## config.mk

```make
export PLATFORM = sky130hd
export DESIGN_NAME = pipe_mux
export DESIGN_NICKNAME = d
export VERILOG_FILES = /design/src/rtl/pipe_mux_pkg.sv /design/src/rtl/pipe_mux_skid_buf.sv /design/src/rtl/pipe_mux.sv
export SDC_FILE = /design/constraint.sdc
export NUM_CORES = 1
export LEC_CHECK = 0
export CAP_MARGIN = 0
export CORE_ASPECT_RATIO = 1.25
export CORE_MARGIN = 1.5
export CORE_UTILIZATION = 45
export CTS_BUF_LIST = sky130_fd_sc_hd__clkbuf_8
export DETAILED_ROUTE_END_ITERATION = 6
export PLACE_DENSITY = 0.79
export SYNTH_ARGS = -nofsm -noshare
export SYNTH_HDL_FRONTEND = slang
export SYNTH_SLANG_ARGS = --single-unit
```

## constraint.sdc

```tcl
create_clock -name clk -period 1.6 [get_ports clk]
set_input_delay 0.24 -clock clk [delete_from_list [all_inputs] [get_ports clk]]
set_output_delay 0.24 -clock clk [all_outputs]
set_load 0.1 [all_outputs]
```

## src/rtl/pipe_mux_pkg.sv

```systemverilog
// Shared definitions for the pipelined select mux: buffer state encoding and
// the select-width derivation used by the top-level parameter list.
package pipe_mux_pkg;

  typedef enum logic [1:0] {
    ST_EMPTY = 2'd0,
    ST_ONE   = 2'd1,
    ST_TWO   = 2'd2
  } buf_state_e;

  // Binary selects need clog2(N) bits, one-hot selects need one bit per channel.
  function automatic int selWidth(input int nInputs, input int oneHot);
    return (oneHot != 0) ? nInputs : $clog2(nInputs);
  endfunction

endpackage

```

## src/rtl/pipe_mux_skid_buf.sv

```systemverilog
// Two-entry valid/ready buffer (main + skid). in_ready depends only on the
// registered state, so upstream never sees a combinational path from out_ready.
module skid_buf
  import pipe_mux_pkg::*;
#(
  parameter int DW = 33
) (
  input  logic          clk,
  input  logic          rst,
  input  logic [DW-1:0] in_data,
  input  logic          in_valid,
  output logic          in_ready,
  output logic [DW-1:0] out_data,
  output logic          out_valid,
  input  logic          out_ready
);

  buf_state_e    state_q, state_d;
  logic [DW-1:0] main_q, main_d;
  logic [DW-1:0] skid_q, skid_d;
  logic          accept;

  assign in_ready  = !rst && (state_q != ST_TWO);
  assign accept    = in_valid && in_ready;
  assign out_valid = (state_q != ST_EMPTY);
  assign out_data  = main_q;

  always_ff @(posedge clk) begin
    if (rst) begin
      state_q <= ST_EMPTY;
      main_q  <= '0;
      skid_q  <= '0;
    end else begin
      state_q <= state_d;
      main_q  <= main_d;
      skid_q  <= skid_d;
    end
  end

  // A drain and an accept on the same edge in ONE overwrite main directly,
  // which is what keeps full throughput without touching the skid entry.
  always_comb begin
    state_d = state_q;
    main_d  = main_q;
    skid_d  = skid_q;
    case (state_q)
      ST_EMPTY: begin
        if (accept) begin
          main_d  = in_data;
          state_d = ST_ONE;
        end
      end
      ST_ONE: begin
        if (accept && out_ready) begin
          main_d = in_data;
        end else if (accept) begin
          skid_d  = in_data;
          state_d = ST_TWO;
        end else if (out_ready) begin
          state_d = ST_EMPTY;
        end
      end
      ST_TWO: begin
        if (out_ready) begin
          main_d  = skid_q;
          state_d = ST_ONE;
        end
      end
      default: state_d = ST_EMPTY;
    endcase
  end

endmodule

```

## src/rtl/pipe_mux.sv

```systemverilog
// N-way select mux with an invalid-select flag, pipelined through a skid
// buffer so the datapath select can tolerate downstream stalls.
module pipe_mux
  import pipe_mux_pkg::*;
#(
  parameter  int WIDTH      = 32,
  parameter  int N_INPUTS   = 4,
  parameter  int SEL_ONEHOT = 0,
  localparam int SEL_W      = selWidth(N_INPUTS, SEL_ONEHOT)
) (
  input  logic                      clk,
  input  logic                      rst,
  input  logic [N_INPUTS*WIDTH-1:0] in_data,
  input  logic [SEL_W-1:0]          in_sel,
  input  logic                      in_valid,
  output logic                      in_ready,
  output logic [WIDTH-1:0]          out_data,
  output logic                      out_err,
  output logic                      out_valid,
  input  logic                      out_ready
);

  logic [WIDTH-1:0] selData;
  logic             selErr;
  logic [WIDTH:0]   bufOut;

  // Anything not matching exactly one channel code falls through as data 0
  // with the error flag set.
  always_comb begin
    selData = '0;
    selErr  = 1'b1;
    for (int k = 0; k < N_INPUTS; k++) begin
      if ((SEL_ONEHOT != 0) ? (in_sel == (SEL_W'(1) << k)) : (in_sel == SEL_W'(k))) begin
        selData = in_data[k*WIDTH +: WIDTH];
        selErr  = 1'b0;
      end
    end
  end

  skid_buf #(
    .DW(WIDTH + 1)
  ) uBuf (
    .clk      (clk),
    .rst      (rst),
    .in_data  ({selErr, selData}),
    .in_valid (in_valid),
    .in_ready (in_ready),
    .out_data (bufOut),
    .out_valid(out_valid),
    .out_ready(out_ready)
  );

  assign out_err  = bufOut[WIDTH];
  assign out_data = bufOut[WIDTH-1:0];

endmodule

```

==> results of run 1 <==
==> where the power goes <==
part | switching [mW] | internal [mW] | total [mW]
Sequential | 0.113 | 1.80 | 1.91
Clock | 0.616 | 0.668 | 1.28
Combinational | 1.25 | 1.03 | 2.28
==> metal layers <==
layer	up-vias	track usage (%)	share of wire, %
met5	-	0	0
met4	0	12.6	2.6
met3	29	3.86	4.1
met2	166	49.3	55
met1	2076	27.5	38
li1	2034	-	-
==> through the flow <==
stage	std cells	setup WS [ns]	TNS, ns	util, %	hold slack, ns
6_report	755	0.0267	0	75.1	0.356
5_1_grt	755	-0.0104	-0.0167	75.1	0.378
2_1_floorplan	460	0.0128	0	-	0.317
3_5_place_dp	735	-0.119	-3.00	71.6	0.444
3_3_place_gp	735	-0.0308	-0.655	71.6	0.433
4_1_cts	755	-0.0117	-0.0117	74.4	0.340
==> cell type report <==
type	instances	area, um^2
clock buffer	12	165
clock inverter	2	10.0
fill	592	2300
inverter	32	120
multi-input combinational	314	2610
sequential	68	1370
tap	123	154
timing repair buffer	204	2500
==> synthesized netlist by cell type (all sizes together) <==
library cell and n:
mux2 32, and2 1, nor2 35, o211ai 1, nor3b 1, a221oi 64, dfxtp 68, clkbuf 12
nand3 1, o22a 1, nor3 33, or2 1, nand2 35, inv 32, mux2i 33, nor2b 4
buf 34, and2b 1, o21ai 34, a21oi 37
==> final timing paths <==
kind	start	end	slack (ns)	cells past startpoint
min reg2reg	uBuf.skid_q[13]	uBuf.skid_q[13]	0.46	2
max	uBuf.state_q[1]	in_ready	0.03	5
max reg2reg	uBuf.state_q[1]	uBuf.out_data[25]	0.05	7
min	in_sel[1]	uBuf.skid_q[14]	0.36	4
==> kinds of logic after synthesis <==
logic type      count (synthesis)  synth area share [%]
compound gates                137                  30.9
buf+inv                        78                  9.71
flops                          68                  31.7
mux                            65                  16.1
simple gates                  112                  11.6
==> worst max-delay path, delay by kind of cell, from the launching register on <==
kind                   cells  cell delay [ns]
buffers and inverters      3             0.43
flip-flops                 1             0.35
AND/OR/NAND/NOR            2             0.22
==> sequential cells by signal (all words and copies together), names as in the netlist <==
name and count:
uBuf.state_q 2, uBuf.out_data 33, uBuf.skid_q 33
==> cells in the final DEF (no fill, tap or decap), drive strengths merged, types with 2 or more instances in the layout <==
cell             n
nand2           35
a221oi          64
dfxtp           68
inv             32
o21ai           34
mux2i           33
clkinv           2
clkdlybuf4s50  130
mux2            32
clkbuf          12
nor2            35
buf             73
nor3            33
a21oi           37
nor2b            4
==> timing repair <==
item                       CTS  global route
gates cloned                 1             0
hold buffers                 0             0
setup endpoints to repair    1            15
resized for setup            5            12
setup buffers                5             0
pin swaps                    1             1
==> results.md, run 1 <==
Run status:
- The flow ran to the end, and the final reports show no timing, DRC or antenna violations.

Clock network:
- The latest clock arrival within the worst-skew pair is 0.33 ns.
- Clock tree synthesis inserted a total of 9 buffers.
- The buffer levels on the longest clock path is 2.
- The number of levels the H-tree was split into is 3.
- The number of clock sinks is between 60 and 70.
- The tree is rooted in a clkbuf_8.
- The TritonCTS clock tree is yes.
- After clock tree synthesis, the clock-pin slew on the worst setup and hold paths is about 0.07 ns.

Synth:
- Synthesis inferred 68 register bits.
- The average footprint of a synthesized cell is 9.33 um^2.
- The synthesized netlist net count is ~600.
- The number of distinct library cells after synthesis is 27.
- The mapped netlist covers 0.00429 mm^2.
- dfxtp_1 takes more of the synthesized area than any other cell.
- Synthesis handed over a netlist of 460 instances.
- The share of the Yosys chip area taken by registers is 31.7%.
- In the post-synthesis netlist, the biggest area contributors are dfxtp_1 (32%), a221oi_2 (21%), mux2_2 (8.4%).
- Of the post-synthesis cell area, the dominant cell type holds 31.7%.
- The total of warnings raised by yosys is 0.

Job:
- The number of violations of the max-capacitance limit is 0.

Global route:
- The via count of the first global-routing pass is 4391.
- Entering global routing, the biggest net connects 43 pins.
- The first global-routing pass estimated 21100 um of wire.
- For this run the aggregate overflow at the end of global routing stands at 0.
- The initial antenna violation count is 0.
- The global-route usage over all layers is 25.9%.

Pwr:
- For this design the static power due to leakage is 2.68 nW.
- The total power consumption of the routed design is 5.48 mW.
- The peak ir drop on the vdd network is 491 uV.
- Dividing total power by cell area gives a power density of 791 mW/mm^2.

Worst setup path:
- The maximum fanout along the worst path is 5.
- The biggest cell delay along the critical path is 0.35 ns.
- The largest individual stage delay along the critical path comes from the cell dfxtp_4.
- The critical path goes through nor2b_4 > buf_12 > buf_8 > nor2_4 > buf_12.
- The critical path required time is between 1 and 1.5 ns.
- The startpoint-to-endpoint class of the critical path is flop to output port.
- The signal arrival time at the worst endpoint is 1.33 ns.
- The nature of the critical path endpoint is an output port.
- The cell that appears most often on the critical path is buf_12.
- The worst setup path is launched from a flop.

Floorplan:
- The die is 112 um tall.
- After floorplanning, the core was divided into 39 placement rows.
- The core region is 0.00922 mm^2.
- The chip width is between 90 and 100 um.
- The die covers ~0.010 mm^2.
- The number of top-level pins is 169.
- Once the floorplan was initialized, standard cells occupied 46.5% of the core.

Finish:
- The finished cells cover roughly 0.0069 mm^2.
- The share of cells above drive strength 1 is 32.1%.
- The number of antenna diodes in the final layout is 0.
- After the last flow step, the layout net total stands at 763.
- From synthesis to final layout, the design area changed by 61.4%.

Detailed routing:
- The first-iteration detailed-routing DRC count is between 150 and 200.
- For this block, the via count after detailed routing is 4305.
- For this run, design rule violations remaining after detail routing come to 0.
- The final routed wire length divided by cell count is between 15 and 20 um.
- The total length of routed wires is 13400 um.
- The number of iterations in the first detailed-routing pass is 4.
- Dividing the detail-routed via count by the number of cells gives 5.70.
- In this run the remaining antenna-violating nets after routing total 0.

Placement:
- The count of input and output buffers is about 170.
- Once detailed placement completed, the half-perimeter wirelength came to a little under 10000 um.
- The placer's final routability congestion estimate is 0.794.
- The placed instance area is 0.00661 mm^2.

STA:
- The count of pins over their slew limit was 0.
- The setup violation total in the final timing report is 0.
- In the finished design, the share of the clock period the worst path needs comes to 98.3%.
- The measured slew at the worst slew-check pin is around 0.40 ns.
- The headroom to the max-slew limit is around 73%.
- Based on the critical path, the design can be clocked at up to 636 MHz.
- Across the routed clock network, the largest skew measured is about 0.0084 ns.
- The clock period could shrink to 1.57 ns.
- Setup repair after global routing could not meet its margin everywhere.
- The number of hold violations in the final report came to 0.

Worst hold path:
- The worst min-delay path class is primary input to flop.
Note: power is estimated with default switching activity, not from simulation.
==> inputs of run 2 (changes only) <==
--- a/config.mk
+++ b/config.mk
@@ -12,6 +12,7 @@
 export CTS_BUF_LIST = sky130_fd_sc_hd__clkbuf_8
 export DETAILED_ROUTE_END_ITERATION = 6
 export PLACE_DENSITY = 0.79
+export SLEW_MARGIN = 10
 export SYNTH_ARGS = -nofsm -noshare
 export SYNTH_HDL_FRONTEND = slang
 export SYNTH_SLANG_ARGS = --single-unit
==> results of run 2 <==
Final layout, timing and power as in run 1 (identical DEF).
